[config.mk]
export PLATFORM = sky130hd
export DESIGN_NAME = seq1101_stream_ctrl
export DESIGN_NICKNAME = d
export VERILOG_FILES = /design/src/rtl/seq1101_pkg.sv /design/src/rtl/mealy1101_core.sv /design/src/rtl/seq1101_stream_ctrl.sv
export SDC_FILE = /design/constraint.sdc
export NUM_CORES = 1
export LEC_CHECK = 0
export BUFFER_PORTS_ARGS = -buffer_cell sky130_fd_sc_hd__buf_2
export CAP_MARGIN = 20
export CORE_MARGIN = 2
export CORE_UTILIZATION = 45
export DETAILED_ROUTE_END_ITERATION = 7
export PLACE_DENSITY = 0.65
export SETUP_SLACK_MARGIN = 0.3
export SLEW_MARGIN = 20
export SYNTH_ARGS = -nofsm -noshare
export SYNTH_HDL_FRONTEND = slang
export SYNTH_HIERARCHICAL = 1
export SYNTH_SLANG_ARGS = --single-unit
[constraint.sdc]
create_clock -name clk -period 2.6 [get_ports clk]
set_input_delay 0.52 -clock clk [delete_from_list [all_inputs] [get_ports clk]]
set_output_delay 0.52 -clock clk [all_outputs]
set_load 0.005 [all_outputs]
[src/rtl/seq1101_pkg.sv]
// -----------------------------------------------------------------------------
// seq1101_pkg
// Shared definitions for the "1101" stream controller and its bit-serial
// detector core:
//   det_state_e  - detector state encodings S0..S3 (3-bit, status output)
//   ctrl_state_e - controller FSM encodings IDLE / SHIFT / REPORT
//   TOTAL_MAX    - saturation ceiling of the running match total
//   sat_inc16    - saturating increment used for the running total
// -----------------------------------------------------------------------------
package seq1101_pkg;

  // Detector states: each one records how much of "1101" has been seen.
  typedef enum logic [2:0] {
    S0 = 3'd0,  // nothing useful seen
    S1 = 3'd1,  // "1"
    S2 = 3'd2,  // "11"
    S3 = 3'd3   // "110"
  } det_state_e;

  // Controller states.
  typedef enum logic [1:0] {
    IDLE   = 2'd0,
    SHIFT  = 2'd1,
    REPORT = 2'd2
  } ctrl_state_e;

  localparam logic [15:0] TOTAL_MAX = 16'hFFFF;

  // Increment that sticks at TOTAL_MAX instead of wrapping.
  function automatic logic [15:0] sat_inc16(input logic [15:0] value);
    logic [15:0] next_value;
    if (value == TOTAL_MAX) begin
      next_value = TOTAL_MAX;
    end else begin
      next_value = value + 16'd1;
    end
    return next_value;
  endfunction

endpackage

[src/rtl/mealy1101_core.sv]
// -----------------------------------------------------------------------------
// mealy1101_core
// Bit-serial Mealy detector for overlapping "1101".
// Ports:
//   clk    in   system clock, rising edge
//   reset  in   synchronous active-high reset (state -> S0)
//   clr    in   force state to S0 on this edge (takes priority over en)
//   en     in   advance the detector with 'in' on this edge
//   in     in   current serial bit
//   status out  present detector state (S0..S3)
//   result out  match strobe: present state S3 and current bit 1 while enabled
// -----------------------------------------------------------------------------
module mealy1101_core
  import seq1101_pkg::*;
(
  input  logic       clk,
  input  logic       reset,
  input  logic       clr,
  input  logic       en,
  input  logic       in,
  output logic [2:0] status,
  output logic       result
);

  det_state_e state_q;
  det_state_e state_d;

  // Detector state register.
  always_ff @(posedge clk) begin
    if (reset) begin
      state_q <= S0;
    end else begin
      state_q <= state_d;
    end
  end

  // Detector next-state logic; state is held whenever en is low.
  always_comb begin
    state_d = state_q;
    if (clr) begin
      state_d = S0;
    end else if (en) begin
      case (state_q)
        S0:      state_d = in ? S1 : S0;
        S1:      state_d = in ? S2 : S0;
        S2:      state_d = in ? S2 : S3;
        // A completed match leaves a trailing "1", which is the start of
        // the next possible match (overlap).
        S3:      state_d = in ? S1 : S0;
        default: state_d = S0;
      endcase
    end else begin
      state_d = state_q;
    end
  end

  // Mealy output: depends on present state and the current bit.
  always_comb begin
    result = 1'b0;
    if (en && (state_q == S3) && in) begin
      result = 1'b1;
    end else begin
      result = 1'b0;
    end
  end

  assign status = state_q;

endmodule

[src/rtl/seq1101_stream_ctrl.sv]
// -----------------------------------------------------------------------------
// seq1101_stream_ctrl
// Accepts W-bit words over a valid/ready handshake, streams them MSB-first
// through a shared "1101" Mealy detector (one bit per clock), and returns the
// number of matches ending inside each word over a second valid/ready
// handshake. A saturating 16-bit total of all matches is kept as well.
// Ports:
//   clk, reset           clock (rising edge), synchronous active-high reset
//   in_valid/in_ready    word handshake; in_ready is high only in IDLE
//   in_data[W-1:0]       word, bit W-1 is sent first
//   in_carry             1: keep detector history from the previous word
//                        0: restart the detector at S0 on the accept edge
//   out_valid/out_ready  count handshake; out_valid is high only in REPORT
//   out_count[CW-1:0]    matches ending inside the word
//   total[15:0]          saturating count of all matches since reset
//   result               detector match strobe for the bit being presented
//   status[2:0]          detector present state
// -----------------------------------------------------------------------------
module seq1101_stream_ctrl
  import seq1101_pkg::*;
#(
  parameter int W  = 8,
  parameter int CW = $clog2(W + 1)
) (
  input  logic          clk,
  input  logic          reset,
  input  logic          in_valid,
  output logic          in_ready,
  input  logic [W-1:0]  in_data,
  input  logic          in_carry,
  output logic          out_valid,
  input  logic          out_ready,
  output logic [CW-1:0] out_count,
  output logic [15:0]   total,
  output logic          result,
  output logic [2:0]    status
);

  localparam logic [CW-1:0] LAST_IDX = CW'(W - 1);

  ctrl_state_e   ctrl_q;
  ctrl_state_e   ctrl_d;
  logic [W-1:0]  data_q;
  logic [W-1:0]  data_d;
  logic [CW-1:0] idx_q;
  logic [CW-1:0] idx_d;
  logic [CW-1:0] cnt_q;
  logic [CW-1:0] cnt_d;
  logic [15:0]   total_q;
  logic [15:0]   total_d;

  logic          accept_s;
  logic          det_en_s;
  logic          det_clr_s;
  logic          det_bit_s;
  logic          det_result_s;
  logic [2:0]    det_status_s;

  // Controller state and datapath registers.
  always_ff @(posedge clk) begin
    if (reset) begin
      ctrl_q  <= IDLE;
      data_q  <= '0;
      idx_q   <= '0;
      cnt_q   <= '0;
      total_q <= 16'h0000;
    end else begin
      ctrl_q  <= ctrl_d;
      data_q  <= data_d;
      idx_q   <= idx_d;
      cnt_q   <= cnt_d;
      total_q <= total_d;
    end
  end

  // Controller next-state logic.
  always_comb begin
    ctrl_d = ctrl_q;
    case (ctrl_q)
      IDLE: begin
        if (in_valid) begin
          ctrl_d = SHIFT;
        end else begin
          ctrl_d = IDLE;
        end
      end
      SHIFT: begin
        if (idx_q == LAST_IDX) begin
          ctrl_d = REPORT;
        end else begin
          ctrl_d = SHIFT;
        end
      end
      REPORT: begin
        if (out_ready) begin
          ctrl_d = IDLE;
        end else begin
          ctrl_d = REPORT;
        end
      end
      default: ctrl_d = IDLE;
    endcase
  end

  // Controller outputs and detector control strobes.
  always_comb begin
    in_ready  = 1'b0;
    out_valid = 1'b0;
    accept_s  = 1'b0;
    det_en_s  = 1'b0;
    det_clr_s = 1'b0;
    case (ctrl_q)
      IDLE: begin
        // Held low while reset is asserted so no word is taken during reset.
        in_ready  = ~reset;
        accept_s  = in_valid;
        det_clr_s = in_valid & ~in_carry;
      end
      SHIFT: begin
        det_en_s = 1'b1;
      end
      REPORT: begin
        out_valid = 1'b1;
      end
      default: begin
        in_ready  = 1'b0;
        out_valid = 1'b0;
      end
    endcase
  end

  // Datapath: word shift register, bit index, per-word and running counts.
  always_comb begin
    data_d  = data_q;
    idx_d   = idx_q;
    cnt_d   = cnt_q;
    total_d = total_q;
    if (accept_s) begin
      data_d = in_data;
      idx_d  = '0;
      cnt_d  = '0;
    end else if (ctrl_q == SHIFT) begin
      // Shifting left keeps the bit being presented at data_q[W-1].
      data_d = {data_q[W-2:0], 1'b0};
      idx_d  = idx_q + CW'(1);
      if (det_result_s) begin
        cnt_d   = cnt_q + CW'(1);
        total_d = sat_inc16(total_q);
      end else begin
        cnt_d   = cnt_q;
        total_d = total_q;
      end
    end else begin
      data_d  = data_q;
      idx_d   = idx_q;
      cnt_d   = cnt_q;
      total_d = total_q;
    end
  end

  assign det_bit_s = data_q[W-1];

  mealy1101_core u_core (
    .clk    (clk),
    .reset  (reset),
    .clr    (det_clr_s),
    .en     (det_en_s),
    .in     (det_bit_s),
    .status (det_status_s),
    .result (det_result_s)
  );

  assign out_count = cnt_q;
  assign total     = total_q;
  assign result    = det_result_s;
  assign status    = det_status_s;

endmodule

* Word-level counts from Yosys, hierarchy flattened
Index checks and enable logic that the tools add are counted.
W data, S select, Z words.
** Cells by class
- Add/sub/neg operators :: 3
- Eq/ne operators :: 7
- Muxes and demuxes :: 17
- Bitwise operators :: 4
- Reduce and logical (&&, ||, !) cells :: 10
** Operators by type and width (number)
- $add A16 B1 Y16 const B :: 1
- $eq A16 B16 Y1 const B :: 1
- $mux W16 :: 1
- $mux W8 :: 2
- $mux W1 :: 9
- $pmux W3 S3 :: 1
- $add A4 B1 Y4 const B :: 2
- $eq A3 B2 Y1 const B :: 2
- $mux W2 :: 3
- $pmux W2 S3 :: 1
- $reduce_or A2 Y1 :: 3
- $eq A4 B3 Y1 const B :: 1
- $eq A3 B1 Y1 const B :: 1
- $logic_not A3 Y1 :: 1
- $not A1 Y1 :: 3
- $reduce_and A3 Y1 :: 1
- $eq A2 B1 Y1 const B :: 1
- $eq A2 B2 Y1 const B :: 1
- $logic_and A1 B1 Y1 :: 2
- $logic_not A2 Y1 :: 1
- $reduce_and A2 Y1 :: 1
- $reduce_bool A2 Y1 :: 1
- $and A1 B1 Y1 :: 1
** Word-level totals
- Flip-flop bits (word level) :: 37
- Input bits :: 13
- Word-level logic and storage cells :: 47

* Longest topological paths before layout
Gate-level depths: netlist (run 1).
- Depth in word-level cells :: 6
- Mapped depth :: 8

* Modules after synthesis
Netlist (run 1), hierarchy kept.
** Modules (own cells, without submodules)
- seq1101_stream_ctrl :: instances 1, cells an instance 174, area an instance 1562.7 sq um
- mealy1101_core :: instances 1, cells an instance 18, area an instance 173.9 sq um

* Worst setup path after synthesis (run 1)
OpenSTA, ideal clock, no wires.
- Path type :: reg-to-reg
- From :: register ctrl_q[0]
- To :: register total_q[8] (netlist: total[8])
- Arrival :: 2.018 ns
- Slack :: 0.455 ns
- Cell stages (with the launch flop) :: 9
- Cell sequence :: dfxtp_1 -> nor2b_1 -> buf_2 -> and3_2 -> nand3b_1 -> buf_6 -> nor3_1 -> mux2i_1 -> nor2_1
** On the way
- Cells in the longest elaborated chain, start to end :: 6
- Elaborated cells between the ends (all ways) :: 9
- Classes of those cells :: eq/ne: 1; mux: 3; bitwise: 1; reduce/logical: 4
** RTL lines
- from (decl) :: RTL line seq1101_stream_ctrl.sv:41 : ctrl_state_e ctrl_q;
- from (signal assigned) :: RTL line seq1101_stream_ctrl.sv:68 : ctrl_q <= ctrl_d;
- $eq A2 B1 Y1 :: RTL line seq1101_stream_ctrl.sv:112 : case (ctrl_q)
- $mux W1 :: RTL line seq1101_stream_ctrl.sv:112
- named net det_en_s :: RTL line seq1101_stream_ctrl.sv:53 : logic det_en_s;
- $logic_and A1 B1 Y1 (2 in a row) :: RTL line mealy1101_core.sv:60 : if (en && (state_q == S3) && in) begin
- $mux W1 :: RTL line mealy1101_core.sv:60
- named net result :: RTL line seq1101_stream_ctrl.sv:35 : output logic result,
- $reduce_and A3 Y1 (no source line)
- to (signal assigned) :: RTL line seq1101_stream_ctrl.sv:72 : total_q <= total_d;
- to (decl) :: RTL line seq1101_stream_ctrl.sv:49 : logic [15:0] total_q;
The timed path passes the listed nets, and every way through them passes these cells.
A chain may end at the register's enable or synchronous reset.

* Final worst setup path (run 1)
- From :: register ctrl_q[0]
- To :: register total_q[13] (netlist: total[13])
** On the way
- Cells in the longest elaborated chain, start to end :: 6
- Elaborated cells between the ends (all ways) :: 9
- Classes of those cells :: eq/ne: 1; mux: 3; bitwise: 1; reduce/logical: 4
** RTL lines (RTL line)
- $eq A2 B1 Y1 :: seq1101_stream_ctrl.sv:112, seq1101_stream_ctrl.sv:142
- $mux W1 :: seq1101_stream_ctrl.sv:112
- $logic_and A1 B1 Y1 (2 in a row) :: mealy1101_core.sv:60
- $mux W1 :: mealy1101_core.sv:60
- $reduce_and A3 Y1 (no source line) (*)
Every way passes the cells marked *; elsewhere a longest branch is shown, timed or not.

==> results of run 1 <==
==> synthesized netlist by cell type, drive strengths merged (6+ instances only) <==
cell   instances  area [µm²]
a22oi          7        52.6
nand4          7        56.3
dfxtp         36         721
nor2          21        81.3
ha             7        87.6
a21oi         15        75.1
xnor2          8        70.1
o21ai          7        35.0
nor3           6        35.0
nand2         15        56.3
==> report_power, final <==
group | switching [mW] | internal [mW]
clock | 0.184 | 0.236
sequential | 0.0104 | 0.564
combinational | 0.0424 | 0.0326
==> final cells by class <==
class,instances,area share
multi-input combinational,144,0.466
sequential,36,0.349
timing repair buffer,41,0.104
clock buffer,7,0.0466
tap,48,0.0291
inverter,3,0.00545
==> worst reg2reg max path: stages (launching register included) <==
cell      delay [ns]
dfxtp_1         0.43
nor2b_1         0.20
and3_2          0.23
nand3b_1        0.08
buf_4           0.19
nor3_1          0.29
nand3b_1        0.23
o21ai_0         0.13
==> sequential cells by signal, summed over array words and instances (netlist names) <==
signal         cells
data_q             8
total             16
ctrl_q             2
u_core/status      2
idx_q              4
out_count          4
==> metal layers <==
metal  track usage  vias to the layer above
li1              -                      773
met1         0.241                      696
met2         0.281                       29
met3        0.0562                        2
met4        0.0536                        0
met5             0                        -
==> what timing repair did <==
item | CTS | global route
endpoints found under the setup margin | 0 | 3
setup buffers | 0 | 1
resized for setup | 0 | 1
hold endpoints to repair | 0 | 0
==> logic make-up (layout without fill, tap and decap cells) <==
| kind of cell | Yosys count | after routing |
|---|---|---|
| and+or+nand+nor | 77 | 77 |
| muxes | 3 | 3 |
| xor gates and xnor gates | 13 | 13 |
| buffers and inverters | 12 | 51 |
| adders and majority gates | 7 | 7 |
| DFF | 36 | 36 |
| other | 1 | 1 |
| AOI/OAI and AO/OA | 43 | 43 |
==> final timing paths <==
path | slack (ns) | endpoint | cells after the start | start
hold / removal | 0.46 | data_q[1]$_SDFFE_PP0P_ | 2 | data_q[1]$_SDFFE_PP0P_
setup / recovery | 0.74 | total[13]$_SDFFE_PP0P_ | 7 | ctrl_q[0]$_SDFF_PP0_
setup reg to reg | 0.74 | total[13]$_SDFFE_PP0P_ | 7 | ctrl_q[0]$_SDFF_PP0_
hold reg to reg | 0.46 | data_q[1]$_SDFFE_PP0P_ | 2 | data_q[1]$_SDFFE_PP0P_
==> impl_metrics.yaml, run 1 <==
die:
  core.rowCount: 22
  die_w_um: 66.1
  io_pins: 39
  die-area_um2: 4370
  fp.dieH_um: 66.1
  start_util: 0.471
  core_um2: 3690
clock_tree:
  numClockSinks: 36
  clock_latency_ns: 0.28
  numCtsBuffers: 5
  clkTransAtPathRegs_ns: 0.07
  cts_tree: "yes"
  h-tree-depth: 2
  cts-hold-fix-buffers: 0
  cts_root_buf: "clkbuf_8"
  cts_buffer_depth: 2
synth:
  synthCells: 192
  synth_compound_area_frac: 0.162
  ys_types: 45
  async_flop_share: 0
  yosys.area_share.xor_xnor: 0.0656
  syn_area_um2: 1740
  synth_mux_area_frac: 0.0173
  synth_edf_count: 0
  synth_warnings: 6
  synth_top_family_by_area: "simple AND/OR/NAND/NOR gates"
  ys_ff_latch: 36
  syn_nets: 212
  synthAdderAreaFrac: 0.0504
  seq_area_frac_synth: 0.415
  synthSimpleGateAreaFrac: 0.254
  syn_area_per_cell_um2: 9.05
  synthFlopType: "dfxtp_1"
layout:
  final_cell_area_um2: 2070
  syn2layout_area_growth_pct: 18.9
  layout-drive-gt1-share: 0.251
  mostFrequentLayoutCell: "buf_2"
  seq_area_um2: 721
  post-route-util: 0.560
  antenna_cells: 0
  fill_cells: 357
  nets: 251
  final_cell_mix: "buf_2 (37), dfxtp_1 (36), nor2_1 (20)"
  final-instance-count-excl-fill: 279
  multiInputGateArea_um2: 962
drt:
  antenna_left: 0
  maxUsedRoutingLayer: "met4"
  wl_met1_um: 1810
  vias: 1500
  dr_wl_met2_um: 1680
  viasPerCell: 5.38
  wl_met3_um: 168
  drtPass1Iterations: 4
  wl_um: 3680
  avgRoutedWirePerCell_um: 13.2
  drt_iter0_drc: 75
  drc: 0
worst_setup_path:
  slowest_stage: "dfxtp_1"
  cp_max_fo: 12
  cp-start-kind: "flip-flop"
  cp.required_ns: 2.81
  cpMostUsedCell: "nand3b_1"
  crit_path_end_kind: "flip-flop"
  cpLargestDelayFamily: "simple AND/OR/NAND/NOR gates"
  path_cells: "nor2b_1 > and3_2 > nand3b_1 > buf_4 > nor3_1 > nand3b_1 > o21ai_0"
  cp.buffers_inverters: 1
  critical_path_class: "reg -> reg"
  arrival_ns: 2.07
  cp_slowest_stage_delay_ns: 0.43
pwr:
  irDropWorstVdd_mv: 0.347
  cellPowerDensity_nw_per_um2: 518
  p_total_mw: 1.07
  p_leak_nw: 0.850
sta:
  maxSlewViolCount: 0
  finalHoldViolations: 0
  fmax_mhz: 537
  period_minus_slack_ns: 1.86
  holdWs_ns: 0.459
  setup_tns_ns: 0
  fin_skew_ns: 0.00529
  fin_crit_sh: 0.716
  rsz0062_at_grt: "no"
  setup_slack_ns: 0.738
  setup_viol: 0
global_route:
  antenna_found_initial: 0
  grt_pass1_vias: 1309
  grt-ovfl-total: 0
  grt_usage: 0.181
  grt_pass1_wl_um: 6080
  grt_max_degree: 22
flow_run:
  max_cap_viol_count: 0
place:
  io_buffers: 37
  placed_cells: 271
  place_worst_setup_slack_ns: 0.448
  dp_hpwl_um: 2540
  place_area_um2: 1960
  gp_congestion: 0.731
run_status:
  status: "complete, no violations"
min_path:
  hold_path_class: "reg -> reg"
(Power assumes the default switching activity.)
==> inputs of run 2 (changes only) <==
- PLACE_DENSITY: 0.65 -> 0.68
- clock period: 2.6 -> 1.5 ns (I/O delays scaled with it)
==> run 2 against run 1 <==
The flow now finishes with violations (setup timing). Cell count rose by 18%. Utilization up 22 points. First-iteration DRC count fell by 27%. Setup slack worse by 0.79 ns. Flip-flop and latch count unchanged. Hold slack got worse by 0.22 ns. Combinational power rose to 3.3 times the previous value. Global-route usage rose by 4.0 points. Critical path type unchanged. Critical endpoint is now total[6]$_SDFFE_PP0P_. Largest cell class unchanged. Largest power group unchanged.
==> impl_metrics.yaml, run 2 (synthesized netlist as in run 1, its figures left out) <==
pwr:
  p_clk_frac: 0.363
  p_total_mw: 1.96
  swShare: 0.245
  irDropWorstVdd_mv: 0.555
  cellPowerDensity_nw_per_um2: 679
  p_comb_frac: 0.128
  p_switching_mw: 0.479
  sequentialPowerShare: 0.508
  p_leak_nw: 1.28
  p_int_mw: 1.48
sta:
  fmax_mhz: 644
  finalHoldViolations: 0
  setup_slack_ns: -0.0538
  period_minus_slack_ns: 1.55
  setup_viol: 14
  rsz0062_at_grt: "yes"
  maxSlewViolCount: 0
  fin_crit_sh: 1.04
  fin_skew_ns: 0.00375
  setup_tns_ns: -0.451
drt:
  viasPerCell: 5.33
  avgRoutedWirePerCell_um: 13.7
  drc: 0
  drtPass1Iterations: 4
  wl_um: 4530
  antenna_left: 0
  vias: 1758
  drt_iter0_drc: 55
place:
  io_buffers: 37
  gp_congestion: 0.859
  dp_hpwl_um: 2930
die:
  io_pins: 39
  core_um2: 3690
  die_w_um: 66.1
  start_util: 0.471
  core.rowCount: 22
  die-area_um2: 4370
  fp.dieH_um: 66.1
layout:
  multiInputGateArea_um2: 1280
  antenna_cells: 0
  syn2layout_area_growth_pct: 65.9
  mostFrequentLayoutCell: "buf_2"
  final_cell_mix: "buf_2 (35), buf_4 (29), buf_6 (27)"
  seq_area_um2: 743
  layout-drive-gt1-share: 0.617
  largest_reg_flops: 16
  nets: 301
  fill_cells: 237
clock_tree:
  numCtsBuffers: 5
  cts-hold-fix-buffers: 0
  cts_root_buf: "clkbuf_8"
  clock_latency_ns: 0.29
  clkTransAtPathRegs_ns: 0.07
  h-tree-depth: 2
  cts_tree: "yes"
  cts_buffer_depth: 2
  numClockSinks: 36
worst_setup_path:
  cp-start-kind: "flip-flop"
  cp_max_fo: 5
  arrival_ns: 1.73
  critical_path_class: "reg -> reg"
  crit_path_end_kind: "flip-flop"
  cp.required_ns: 1.67
global_route:
  grt_usage: 0.222
  grt_pass1_vias: 1691
  grt-ovfl-total: 0
  antenna_found_initial: 0
  grt_pass1_wl_um: 7420
  grt_max_degree: 19
run_status:
  violations: "setup timing"
  status: "finished with violations"
min_path:
  hold_path_class: "in -> reg"
flow_run:
  max_cap_viol_count: 0
==> run 2: worst max-delay path: stages (launching register included) <==
cell and delay, ns:
dfxtp_2 0.34, ha_2 0.15, and3_4 0.18, nand3b_1 0.09
buf_6 0.15, nor2_4 0.14, buf_4 0.14, and4b_1 0.17
a211oi_1 0.07
==> run 2: cell type report <==
cell class                      instances  area share
Tap cell                               48      0.0208
Multi-Input combinational cell        144       0.443
Timing Repair Buffer                   91       0.242
Sequential cell                        36       0.258
Clock buffer                            8      0.0313
Inverter                                3     0.00478
==> run 2: power groups by stage <==
stage	Sequential (mW)	Clock [mW]	Combinational, mW
after floorplan	1.01	0	0.0939
after global placement	1.01	0	0.157
after detailed placement	1.01	0	0.157
after CTS	0.988	0.725	0.205
after global routing	0.997	0.763	0.269
final	0.995	0.711	0.251
==> run 2: layer usage <==
metal  wire length [µm]  up-vias  GRT usage
met1               1970      837      0.273
met2               2250       38      0.358
met3                198       12     0.0613
li1                   -      871          -
met4                106        0      0.102
met5                  0        -          0
==> run 2: path summary, 6_finish.rpt <==
kind | start | endpoint | slack (ns) | depth (start not counted)
min reg2reg | data_q[5]$_SDFFE_PP0P_ | data_q[5]$_SDFFE_PP0P_ | 0.48 | 2
max reg2reg | u_core/status[1]$_SDFFE_PP0P_ | total[6]$_SDFFE_PP0P_ | -0.05 | 8
min | in_data[0] | data_q[0]$_SDFFE_PP0P_ | 0.24 | 3
max | u_core/status[1]$_SDFFE_PP0P_ | total[6]$_SDFFE_PP0P_ | -0.05 | 8
==> run 2: timing repair <==
action                                  CTS  global route
resized for setup                        59            45
endpoints found under the setup margin   42            47
setup buffers                            13             6
pin swaps                                27            24
==> run 2: per-stage QoR <==
step	hold WS (ns)	cell area, µm²	setup slack, ns	cells	utilization
floorplan	0.369	1820	-0.240	192	-
global placement	0.448	2270	-0.0874	303	0.615
detailed placement	0.452	2270	-0.126	303	0.615
CTS	0.231	2670	-0.0245	324	0.723
global route	0.238	2880	-0.157	330	0.781
finish	0.235	2880	-0.0538	330	0.781
==> inputs of run 3 (changes only) <==
- CORE_UTILIZATION: 45 -> 35
- PLACE_DENSITY: 0.68 -> 0.55
- SKIP_LAST_GASP: not set -> 1
==> run 3 against run 2 <==
Maximum frequency fell by 2.1%. Critical path depth down 3. Utilization is 17 points lower. The run still ends with setup timing left. Setup slack got worse by 0.033 ns. Flip-flop and latch count unchanged. Via count shrank 1.5%. Wire length increased by 5.2%. Final area rose by 0.83%. Clock power is 22% higher. Count of clock-buffer cells in the layout shrank 3. Critical path type is now reg -> out. Cell count grew 6.1%. Largest power group unchanged.
==> impl_metrics.yaml, run 3 (synthesized netlist as in run 1, its figures left out) <==
drt:
  drtPass1Iterations: 4
  antenna_left: 0
  drt_iter0_drc: 42
  vias: 1731
  wl_um: 4760
  drc: 0
  avgRoutedWirePerCell_um: 13.6
  viasPerCell: 4.95
die:
  fp.dieH_um: 74.4
  io_pins: 39
  core.rowCount: 25
  start_util: 0.365
  core_um2: 4750
  die-area_um2: 5540
  die_w_um: 74.4
sta:
  fin_skew_ns: 0.00746
  setup_viol: 17
  rsz0062_at_grt: "yes"
  fmax_mhz: 630
  fin_crit_sh: 1.06
  maxSlewViolCount: 0
  period_minus_slack_ns: 1.59
  holdWs_ns: 0.234
  setup_slack_ns: -0.0867
  finalHoldViolations: 0
worst_setup_path:
  critical_path_class: "reg -> out"
  crit_start: "u_core/status[0]$_SDFFE_PP0P_"
  slowest_stage: "dfxtp_2"
  cp.buffers_inverters: 3
  regToRegEndpoint: "total[10]$_SDFFE_PP0P_"
  cp_slowest_stage_delay_ns: 0.33
  cp.required_ns: 1.20
  cp_max_fo: 3
  cp-start-kind: "flip-flop"
  cpLargestDelayFamily: "buffers and inverters"
  cpMostUsedCell: "buf_6"
  crit_path_end_kind: "output port"
  arrival_ns: 1.29
  r2r_slack_ns: -0.05
  reg2reg_depth: 8
  path_cells: "ha_2 > and3_4 > buf_6 > buf_4 > buf_6"
  r2r_start: "u_core/status[0]$_SDFFE_PP0P_"
pwr:
  irDropWorstVdd_mv: 0.518
  cellPowerDensity_nw_per_um2: 724
  p_int_mw: 1.60
  swShare: 0.241
  sequentialPowerShare: 0.472
  p_leak_nw: 1.26
  p_clk_frac: 0.412
  p_switching_mw: 0.507
  p_comb_frac: 0.117
global_route:
  met1_usage: 0.219
  grt_usage: 0.173
  grt_pass1_vias: 1644
  grt_pass1_wl_um: 7300
  grt-ovfl-total: 0
  use_met3: 0.0461
  antenna_found_initial: 0
  grt_use_met2: 0.284
  grt.busiest_layer: "met2"
  grt_max_degree: 19
clock_tree:
  numCtsBuffers: 5
  numClockSinks: 36
  cts_root_buf: "clkbuf_8"
  h-tree-depth: 2
  clkTransAtPathRegs_ns: 0.08
  clock_latency_ns: 0.29
  cts_tree: "yes"
  cts_buffer_depth: 2
layout:
  syn2layout_area_growth_pct: 67.3
  antenna_cells: 0
  final_cell_mix: "buf_2 (35), buf_6 (28), buf_4 (28)"
  mostFrequentLayoutCell: "buf_2"
  layout-drive-gt1-share: 0.611
  largest_reg_flops: 16
  nets: 302
flow_run:
  max_cap_viol_count: 0
run_status:
  violations: "setup timing"
  status: "finished with violations"
place:
  gp_congestion: 0.758
  io_buffers: 37
  place_worst_setup_slack_ns: -0.131
  dp_hpwl_um: 3080
min_path:
  whs_path_depth: 3
  worstHoldStart: "in_data[0]"
  hold_path_class: "in -> reg"
  worstHoldEndpoint: "data_q[0]$_SDFFE_PP0P_"
## run 3: cell count changes in the layout (fill, tap and decap cells not counted), sizes merged
cell      delta
clkbuf       -3
buf          +1
bufinv       +1
clkinv       +1
clkinvlp     +1
## run 3: worst max path at each step
stage | end | cells past startpoint
2_1_floorplan | total[14]$_SDFFE_PP0P_ | 7
3_3_place_gp | total[14]$_SDFFE_PP0P_ | 6
3_5_place_dp | total[14]$_SDFFE_PP0P_ | 6
4_1_cts | total[10]$_SDFFE_PP0P_ | 8
5_1_grt | total[4]$_SDFFE_PP0P_ | 8
6_report | result | 5
## run 3: metrics by stage
| stage | total power, mW | cell area, µm² | TNS (ns) | util | instances |
|---|---|---|---|---|---|
| 6_report | 2.10 | 2910 | -0.533 | 0.611 | 350 |
| 5_1_grt | 2.18 | 2910 | -2.33 | 0.611 | 350 |
| 4_1_cts | 2.08 | 2680 | -0.0835 | 0.563 | 343 |
| 3_5_place_dp | 1.16 | 2280 | -0.966 | 0.481 | 321 |
| 3_3_place_gp | 1.16 | 2280 | -0.530 | 0.481 | 321 |
| 2_1_floorplan | 1.11 | 1820 | -2.69 | - | 192 |
## run 3: power groups by stage
stage / Sequential, mW / Combinational [mW] / Clock, mW
after CTS: 0.989 / 0.206 / 0.885
final: 0.992 / 0.246 / 0.865
after floorplan: 1.01 / 0.0939 / 0
after global routing: 0.994 / 0.264 / 0.923
after detailed placement: 1.01 / 0.152 / 0
after global placement: 1.01 / 0.150 / 0
## run 3: tightest hold or removal path, cell delays in order
cell	delay (ns)
buf_2	0.09
a21oi_2	0.05
nor2_1	0.07
## run 3: routing by layer
metal	vias to the layer above	share of wire
met5	-	0
met3	7	0.035
met4	0	0.014
met2	30	0.49
li1	869	-
met1	825	0.46
## run 3: area by class of cell
class	instances	area [µm²]
well taps	67	83.8
repair buffers	92	716
clock inverters	3	42.5
clock buffers	5	68.8
fillers	433	1850
flip-flops and latches	36	739
inverters	3	13.8
multi-input cells	144	1240
## run 3: timing repair
| action | 4_1_cts | 5_1_grt |
|---|---|---|
| hold buffers | 0 | 0 |
| endpoints found under the setup margin | 40 | 51 |
| buffers inserted | 14 | 7 |
| pin swaps | 41 | 17 |
| resized for setup | 50 | 50 |
